===== src/rtl/pipe_hazard_ctrl_if.sv =====
// Hazard-control bundle between the pipeline stages (master) and pipe_hazard_ctrl (slave).
interface pipe_hazard_ctrl_if #(
    parameter int unsigned PC_SIZE    = 16,
    parameter int unsigned REG_ADDR_W = 3
);
    localparam int unsigned FWD_W = 2;

    logic                  d_valid;
    logic [REG_ADDR_W-1:0] d_src0_addr;
    logic [REG_ADDR_W-1:0] d_src1_addr;
    logic                  d_src0_used;
    logic                  d_src1_used;
    logic                  a_valid;
    logic                  a_reg_write;
    logic [REG_ADDR_W-1:0] a_reg_addr;
    logic                  a_mem_access;
    logic                  w_valid;
    logic                  w_reg_write;
    logic [REG_ADDR_W-1:0] w_reg_addr;
    logic                  dc_done;
    logic                  br_taken;
    logic [PC_SIZE-1:0]    br_target;

    logic                  fetch_en;
    logic                  i2d_en;
    logic                  d2a_en;
    logic                  i2d_flush;
    logic                  d2a_flush;
    logic                  a2w_bubble;
    logic [FWD_W-1:0]      fwd_sel0;
    logic [FWD_W-1:0]      fwd_sel1;
    logic                  pc_redirect_valid;
    logic [PC_SIZE-1:0]    pc_redirect;
    logic                  timeout_err;

    modport master (
        output d_valid, d_src0_addr, d_src1_addr, d_src0_used, d_src1_used,
        output a_valid, a_reg_write, a_reg_addr, a_mem_access,
        output w_valid, w_reg_write, w_reg_addr, dc_done, br_taken, br_target,
        input  fetch_en, i2d_en, d2a_en, i2d_flush, d2a_flush, a2w_bubble,
        input  fwd_sel0, fwd_sel1, pc_redirect_valid, pc_redirect, timeout_err
    );

    modport slave (
        input  d_valid, d_src0_addr, d_src1_addr, d_src0_used, d_src1_used,
        input  a_valid, a_reg_write, a_reg_addr, a_mem_access,
        input  w_valid, w_reg_write, w_reg_addr, dc_done, br_taken, br_target,
        output fetch_en, i2d_en, d2a_en, i2d_flush, d2a_flush, a2w_bubble,
        output fwd_sel0, fwd_sel1, pc_redirect_valid, pc_redirect, timeout_err
    );
endinterface


===== src/rtl/pipe_hazard_ctrl.sv =====
// Pipeline hazard control: forwarding, load-use bubble, d-cache wait FSM, branch squash.
// Optional d-cache timeout enabled by defining PIPE_MEM_TIMEOUT_EN.
module pipe_hazard_ctrl #(
    parameter int unsigned PC_SIZE     = 16,
    parameter int unsigned REG_ADDR_W  = 3,
    parameter int unsigned MEM_TIMEOUT = 64
) (
    input  logic              clk,
    input  logic              rst,
    pipe_hazard_ctrl_if.slave bus
);
    localparam int unsigned    FWD_W   = 2;
    localparam logic [FWD_W-1:0] FWD_RF  = FWD_W'(0);
    localparam logic [FWD_W-1:0] FWD_ACT = FWD_W'(1);
    localparam logic [FWD_W-1:0] FWD_WB  = FWD_W'(2);
    localparam int unsigned    SQ_W    = 1;
    localparam logic [SQ_W-1:0] SQ_LOAD = SQ_W'(1);

    typedef enum logic [0:0] {
        ST_IDLE     = 1'b0,
        ST_MEM_WAIT = 1'b1
    } state_t;

    state_t             r_state;
    state_t             w_state_nxt;
    logic [SQ_W-1:0]    r_squash_cnt;
    logic               r_pc_redirect_valid;
    logic [PC_SIZE-1:0] r_pc_redirect;

    logic               w_timeout;
    logic               w_mem_stall;
    logic               w_branch;
    logic               w_load_use;
    logic               w_act_fwd_ok;
    logic               w_wb_fwd_ok;
    logic               w_ld_in_act;
    logic               w_fetch_en;
    logic               w_i2d_en;
    logic               w_d2a_en;
    logic               w_i2d_flush;
    logic               w_d2a_flush;
    logic               w_a2w_bubble;
    logic [FWD_W-1:0]   w_fwd_sel0;
    logic [FWD_W-1:0]   w_fwd_sel1;

    // Activate-stage result wins over writeback; loads in activate have no result yet.
    function automatic logic [FWD_W-1:0] fwd_pick(
        input logic                  used,
        input logic [REG_ADDR_W-1:0] src,
        input logic                  act_ok,
        input logic [REG_ADDR_W-1:0] act_addr,
        input logic                  wb_ok,
        input logic [REG_ADDR_W-1:0] wb_addr
    );
        logic [FWD_W-1:0] sel;
        sel = FWD_RF;
        if (used && act_ok && (act_addr == src)) begin
            sel = FWD_ACT;
        end else if (used && wb_ok && (wb_addr == src)) begin
            sel = FWD_WB;
        end
        return sel;
    endfunction

    assign w_act_fwd_ok = bus.a_valid & bus.a_reg_write & ~bus.a_mem_access;
    assign w_wb_fwd_ok  = bus.w_valid & bus.w_reg_write;
    assign w_ld_in_act  = bus.a_valid & bus.a_mem_access & bus.a_reg_write;
    assign w_load_use   = bus.d_valid & w_ld_in_act &
                          ((bus.d_src0_used & (bus.a_reg_addr == bus.d_src0_addr)) |
                           (bus.d_src1_used & (bus.a_reg_addr == bus.d_src1_addr)));

    always_ff @(posedge clk) begin
        if (rst) begin
            r_state <= ST_IDLE;
        end else begin
            r_state <= w_state_nxt;
        end
    end

    always_comb begin
        w_state_nxt  = r_state;
        w_mem_stall  = 1'b0;
        w_branch     = 1'b0;
        w_fetch_en   = 1'b1;
        w_i2d_en     = 1'b1;
        w_d2a_en     = 1'b1;
        w_i2d_flush  = 1'b0;
        w_d2a_flush  = 1'b0;
        w_a2w_bubble = 1'b0;
        w_fwd_sel0   = fwd_pick(bus.d_src0_used, bus.d_src0_addr, w_act_fwd_ok,
                                bus.a_reg_addr, w_wb_fwd_ok, bus.w_reg_addr);
        w_fwd_sel1   = fwd_pick(bus.d_src1_used, bus.d_src1_addr, w_act_fwd_ok,
                                bus.a_reg_addr, w_wb_fwd_ok, bus.w_reg_addr);

        case (r_state)
            ST_IDLE: begin
                if (bus.a_valid && bus.a_mem_access && !bus.dc_done) begin
                    w_mem_stall = 1'b1;
                    w_state_nxt = ST_MEM_WAIT;
                end
            end
            ST_MEM_WAIT: begin
                if (bus.dc_done) begin
                    w_state_nxt = ST_IDLE;
                end else begin
                    w_mem_stall = 1'b1;
                    if (w_timeout) begin
                        w_state_nxt = ST_IDLE;
                    end
                end
            end
            default: w_state_nxt = ST_IDLE;
        endcase

        // Memory stall freezes everything and masks branch / load-use handling.
        if (w_mem_stall) begin
            w_fetch_en   = 1'b0;
            w_i2d_en     = 1'b0;
            w_d2a_en     = 1'b0;
            w_a2w_bubble = 1'b1;
        end else begin
            w_branch = bus.br_taken & bus.a_valid & (r_squash_cnt == '0);
            if (w_branch) begin
                w_i2d_flush = 1'b1;
                w_d2a_flush = 1'b1;
            end else if (w_load_use) begin
                w_fetch_en  = 1'b0;
                w_i2d_en    = 1'b0;
                w_d2a_flush = 1'b1;
            end
            if (r_squash_cnt != '0) begin
                w_i2d_flush = 1'b1;
            end
        end

        if (rst) begin
            w_state_nxt  = ST_IDLE;
            w_branch     = 1'b0;
            w_fetch_en   = 1'b0;
            w_i2d_en     = 1'b1;
            w_d2a_en     = 1'b1;
            w_i2d_flush  = 1'b0;
            w_d2a_flush  = 1'b0;
            w_a2w_bubble = 1'b0;
            w_fwd_sel0   = FWD_RF;
            w_fwd_sel1   = FWD_RF;
        end
    end

    // Squash counter covers the wrong-path fetch in the cycle after a taken branch.
    always_ff @(posedge clk) begin
        if (rst) begin
            r_squash_cnt <= '0;
        end else if (w_branch) begin
            r_squash_cnt <= SQ_LOAD;
        end else if (r_squash_cnt != '0) begin
            r_squash_cnt <= r_squash_cnt - SQ_W'(1);
        end
    end

    always_ff @(posedge clk) begin
        if (rst) begin
            r_pc_redirect_valid <= 1'b0;
            r_pc_redirect       <= '0;
        end else begin
            r_pc_redirect_valid <= w_branch;
            if (w_branch) begin
                r_pc_redirect <= bus.br_target;
            end
        end
    end

`ifdef PIPE_MEM_TIMEOUT_EN
    localparam int unsigned TO_W = $clog2(MEM_TIMEOUT + 1);

    logic [TO_W-1:0] r_to_cnt;
    logic            r_timeout_err;

    assign w_timeout = (r_state == ST_MEM_WAIT) && !bus.dc_done &&
                       (r_to_cnt == TO_W'(MEM_TIMEOUT - 1));

    // Counter sits at zero in IDLE, so it is clear on every MEM_WAIT entry.
    always_ff @(posedge clk) begin
        if (rst) begin
            r_to_cnt      <= '0;
            r_timeout_err <= 1'b0;
        end else begin
            if (r_state == ST_IDLE) begin
                r_to_cnt <= '0;
            end else if (!bus.dc_done) begin
                r_to_cnt <= r_to_cnt + TO_W'(1);
            end
            if (w_timeout) begin
                r_timeout_err <= 1'b1;
            end
        end
    end

    assign bus.timeout_err = r_timeout_err;
`else
    // MEM_TIMEOUT only matters when the timeout feature is built in.
    logic w_unused_mem_timeout;
    assign w_unused_mem_timeout = (MEM_TIMEOUT == 0);
    assign w_timeout            = 1'b0;
    assign bus.timeout_err      = 1'b0;
`endif

    assign bus.fetch_en          = w_fetch_en;
    assign bus.i2d_en            = w_i2d_en;
    assign bus.d2a_en            = w_d2a_en;
    assign bus.i2d_flush         = w_i2d_flush;
    assign bus.d2a_flush         = w_d2a_flush;
    assign bus.a2w_bubble        = w_a2w_bubble;
    assign bus.fwd_sel0          = w_fwd_sel0;
    assign bus.fwd_sel1          = w_fwd_sel1;
    assign bus.pc_redirect_valid = r_pc_redirect_valid;
    assign bus.pc_redirect       = r_pc_redirect;
endmodule


===== src/flat_wrapper.sv =====
// flat-port wrapper written by rule: the top's interface ports become plain ports
module pipe_hazard_ctrl_flat 
#(
    parameter int unsigned PC_SIZE     = 16,
    parameter int unsigned REG_ADDR_W  = 3,
    parameter int unsigned MEM_TIMEOUT = 64
)
  (clk, rst, bus_d_valid, bus_d_src0_addr, bus_d_src1_addr, bus_d_src0_used, bus_d_src1_used, bus_a_valid, bus_a_reg_write, bus_a_reg_addr, bus_a_mem_access, bus_w_valid, bus_w_reg_write, bus_w_reg_addr, bus_dc_done, bus_br_taken, bus_br_target, bus_fetch_en, bus_i2d_en, bus_d2a_en, bus_i2d_flush, bus_d2a_flush, bus_a2w_bubble, bus_fwd_sel0, bus_fwd_sel1, bus_pc_redirect_valid, bus_pc_redirect, bus_timeout_err);
  pipe_hazard_ctrl_if #(.PC_SIZE(PC_SIZE), .REG_ADDR_W(REG_ADDR_W)) bus_i ();
  input  logic clk;
  input  logic rst;
  input wire logic [$bits(bus_i.d_valid)-1:0] bus_d_valid;
  input wire logic [$bits(bus_i.d_src0_addr)-1:0] bus_d_src0_addr;
  input wire logic [$bits(bus_i.d_src1_addr)-1:0] bus_d_src1_addr;
  input wire logic [$bits(bus_i.d_src0_used)-1:0] bus_d_src0_used;
  input wire logic [$bits(bus_i.d_src1_used)-1:0] bus_d_src1_used;
  input wire logic [$bits(bus_i.a_valid)-1:0] bus_a_valid;
  input wire logic [$bits(bus_i.a_reg_write)-1:0] bus_a_reg_write;
  input wire logic [$bits(bus_i.a_reg_addr)-1:0] bus_a_reg_addr;
  input wire logic [$bits(bus_i.a_mem_access)-1:0] bus_a_mem_access;
  input wire logic [$bits(bus_i.w_valid)-1:0] bus_w_valid;
  input wire logic [$bits(bus_i.w_reg_write)-1:0] bus_w_reg_write;
  input wire logic [$bits(bus_i.w_reg_addr)-1:0] bus_w_reg_addr;
  input wire logic [$bits(bus_i.dc_done)-1:0] bus_dc_done;
  input wire logic [$bits(bus_i.br_taken)-1:0] bus_br_taken;
  input wire logic [$bits(bus_i.br_target)-1:0] bus_br_target;
  output wire logic [$bits(bus_i.fetch_en)-1:0] bus_fetch_en;
  output wire logic [$bits(bus_i.i2d_en)-1:0] bus_i2d_en;
  output wire logic [$bits(bus_i.d2a_en)-1:0] bus_d2a_en;
  output wire logic [$bits(bus_i.i2d_flush)-1:0] bus_i2d_flush;
  output wire logic [$bits(bus_i.d2a_flush)-1:0] bus_d2a_flush;
  output wire logic [$bits(bus_i.a2w_bubble)-1:0] bus_a2w_bubble;
  output wire logic [$bits(bus_i.fwd_sel0)-1:0] bus_fwd_sel0;
  output wire logic [$bits(bus_i.fwd_sel1)-1:0] bus_fwd_sel1;
  output wire logic [$bits(bus_i.pc_redirect_valid)-1:0] bus_pc_redirect_valid;
  output wire logic [$bits(bus_i.pc_redirect)-1:0] bus_pc_redirect;
  output wire logic [$bits(bus_i.timeout_err)-1:0] bus_timeout_err;
  assign bus_i.d_valid = bus_d_valid;
  assign bus_i.d_src0_addr = bus_d_src0_addr;
  assign bus_i.d_src1_addr = bus_d_src1_addr;
  assign bus_i.d_src0_used = bus_d_src0_used;
  assign bus_i.d_src1_used = bus_d_src1_used;
  assign bus_i.a_valid = bus_a_valid;
  assign bus_i.a_reg_write = bus_a_reg_write;
  assign bus_i.a_reg_addr = bus_a_reg_addr;
  assign bus_i.a_mem_access = bus_a_mem_access;
  assign bus_i.w_valid = bus_w_valid;
  assign bus_i.w_reg_write = bus_w_reg_write;
  assign bus_i.w_reg_addr = bus_w_reg_addr;
  assign bus_i.dc_done = bus_dc_done;
  assign bus_i.br_taken = bus_br_taken;
  assign bus_i.br_target = bus_br_target;
  assign bus_fetch_en = bus_i.fetch_en;
  assign bus_i2d_en = bus_i.i2d_en;
  assign bus_d2a_en = bus_i.d2a_en;
  assign bus_i2d_flush = bus_i.i2d_flush;
  assign bus_d2a_flush = bus_i.d2a_flush;
  assign bus_a2w_bubble = bus_i.a2w_bubble;
  assign bus_fwd_sel0 = bus_i.fwd_sel0;
  assign bus_fwd_sel1 = bus_i.fwd_sel1;
  assign bus_pc_redirect_valid = bus_i.pc_redirect_valid;
  assign bus_pc_redirect = bus_i.pc_redirect;
  assign bus_timeout_err = bus_i.timeout_err;
  pipe_hazard_ctrl #(.PC_SIZE(PC_SIZE), .REG_ADDR_W(REG_ADDR_W), .MEM_TIMEOUT(MEM_TIMEOUT)) u_core (.clk(clk), .rst(rst), .bus(bus_i));
endmodule

===== config.mk =====
export PLATFORM = sky130hd
export DESIGN_NAME = pipe_hazard_ctrl_flat
export DESIGN_NICKNAME = d
export VERILOG_FILES = /design/src/rtl/pipe_hazard_ctrl_if.sv /design/src/rtl/pipe_hazard_ctrl.sv /design/src/flat_wrapper.sv
export SDC_FILE = /design/constraint.sdc
export NUM_CORES = 1
export LEC_CHECK = 0
export CAP_MARGIN = 20
export CORE_ASPECT_RATIO = 0.8
export CORE_UTILIZATION = 27
export DETAILED_ROUTE_END_ITERATION = 6
export GPL_ROUTABILITY_DRIVEN = 0
export SYNTH_ARGS = -nofsm -noshare
export SYNTH_HDL_FRONTEND = slang
export SYNTH_SLANG_ARGS = --single-unit

===== constraint.sdc =====
create_clock -name clk -period 1.8 [get_ports clk]
set_input_delay 0.18 -clock clk [delete_from_list [all_inputs] [get_ports clk]]
set_output_delay 0.18 -clock clk [all_outputs]
set_load 0.03 [all_outputs]

==> metrics <==
Routed Antenna Nets 0; xor and xnor area share after synthesis 10.5%; final global-route overflow total 0; crit path DAT 1540 ps; critical path launch point type input port; Die ar. approximately 3900 µm²; Post-Synth Adder-Cell Area 0%; setup ws final 75.0 ps; Yosys reg bits 18; Hold Crit Depth 3; ys flop type dfxtp_1; largest net degree at the start of global routing 17; CTS sink cnt 18; width of the die about 70 µm; CTS Buffer Depth 2; crit path kind in2out; CP endpoint kind output pin; clock latency on the worst-skew pair 250 ps; # fillers 318; pre-CTS setup slack -91.0 ps; Final Hold Viols 0; Layout Nets between 200 and 250; Initial Util around 29%; Routed WL 2930 µm; placed inst area around 1700 µm²; area added between synthesis and finish 84.4%; Remaining DRCs 0; Ports 68; mux cell area share after synthesis 21.1%; Slew Limit Fails 0; gr usage total 15.2%; post-synthesis cell count 97; CTS HTree Levels 1; worst path required time 1620 ps; row cnt 19; share of cells above drive strength 1 between 20% and 30%; RSZ-0062 raised after global routing no; post-synthesis sequential area ratio between 30% and 40%; Max Fanout on Critical Path 2; post-synthesis cell type count 24; vias per inst 4.50; hold-fix buffer count after cts 0; max-cap viol count 0; TritonCTS buffer count 3; area leader, netlist dfxtp_1; Syn Area/Cell 10.3 µm²; DPL Wire Length around 2300 µm; Die Y between 50 and 60 µm; WL/cell ~14 µm; initial antenna violation count 0; Power Dens Cells 585 nW/µm²; Pre-antenna DRT Iters 4; Layout Skew 3.40 ps; first-pass GRT wire length about 4800 µm; syn nets 137; Fmax 580 MHz; Post-synth EDFFs 0; period utilization between 90% and 100%; vias in the first global route 1034; Synth area leaders dfxtp_1, mux2_4, nor2b_1; most frequent cell after synthesis dfxtp_1; Reg clk slew, reported paths 70 ps; Yosys top cell area share 36.1%; Tightest Hold Check Type in2reg; final total power 1080 µW; CTS tree yes; fin area 1840 µm²; outcome completed; final core utilization 53.0%; Synth Area in Compound Gates 6.52%; Final Setup Violations 0; routed via count 973; largest family of logic cells by synthesized area multiplexers; Post-synth top cells dfxtp_1, nor2b_1, mux2_2, mux2_4; yosys warns 0; clk root buf clkbuf_8; share of flip-flops with an asynchronous set or reset 0%; Static Leak 0.000840 µW; ant diodes 0; hold slack final 326 ps; Worst Reg-to-Reg Cells 6; Netlist Area Pre-Place around 1000 µm²; DRT iter0 DRCs 38; minimum clock period approximately 1700 ps; core area between 3000 and 4000 µm²; simple logic cell fraction of the synthesized area 19.9%; Max rail drop VDD 450 µV; port buffer count 66
==> report_power, final <==
part	internal, µW	switching [µW]
clock network	194	128
logic	182	143
registers	419	10.6
==> cells by family (layout without fill, tap and decap cells) <==
kind of cell              after synthesis  in the layout
buffers and inverters                   7             84
muxes                                  16             16
other                                   1              1
DFF                                    18             18
xor gates and xnor gates               12             12
and+or+nand+nor                        35             35
AOI/OAI and AO/OA                       8              8
==> stage by stage <==
stage               instances  TNS, ps
detailed placement        209    -1280
floorplan                  97        0
CTS                       215        0
global placement          209    -1050
finish                    216        0
global route              216        0
==> what timing repair did <==
action | CTS | global route
pin swaps | 2 | 6
setup buffers | 2 | 1
endpoints found under the setup margin | 5 | 11
resized for setup | 6 | 9
==> path summary, 6_finish.rpt <==
path	end	slack [ps]	startpoint
setup / recovery	bus_fwd_sel0[1]	80	bus_d_src0_addr[1]
hold / removal	u_core.r_state$_SDFF_PP0_	330	bus_a_mem_access
setup reg to reg	u_core.bus.pc_redirect[8]$_SDFFE_PP0P_	160	u_core.r_state$_SDFF_PP0_
hold reg to reg	u_core.r_state$_SDFF_PP0_	560	u_core.r_state$_SDFF_PP0_
==> area by class of cell <==
class	count	area, µm²	area share (%)
timing repair buffer	78	761	41.4
multi-input combinational	72	603	32.8
sequential	18	360	19.6
clock buffer	4	55.1	2.99
tap	42	52.6	2.86
inverter	2	7.51	0.408
==> layout by cell type (no fill, tap or decap), types with 4 or more instances in the layout <==
cell type	count
clkdlybuf4s50_1	46
mux2_4	8
buf_4	19
xnor2_1	6
dfxtp_1	18
nor2b_1	16
nand2_1	4
mux2_2	8
xor2_1	6
dlymetal6s2s_1	8
clkbuf_8	4
==> flip-flops by register name, indices dropped and copies added (netlist names) <==
signal and flops:
u_core.r_state 1, u_core.bus.pc_redirect 16, u_core.bus.pc_redirect_valid 1
==> critical path, stage by stage <==
cell	delay, ps
clkdlybuf4s50_1	440
buf_4	150
xor2_1	150
nor4_1	260
o311a_1	220
buf_4	160
==> per-layer routing <==
metal | track usage [%] | part of all wire (%) | vias up
li1 | - | - | 490
met1 | 18.4 | 46 | 442
met2 | 24.9 | 45 | 37
met3 | 7.54 | 7.9 | 4
met4 | 2.00 | 0.68 | 0
met5 | 0 | 0 | -
(Power assumes the default switching activity.)
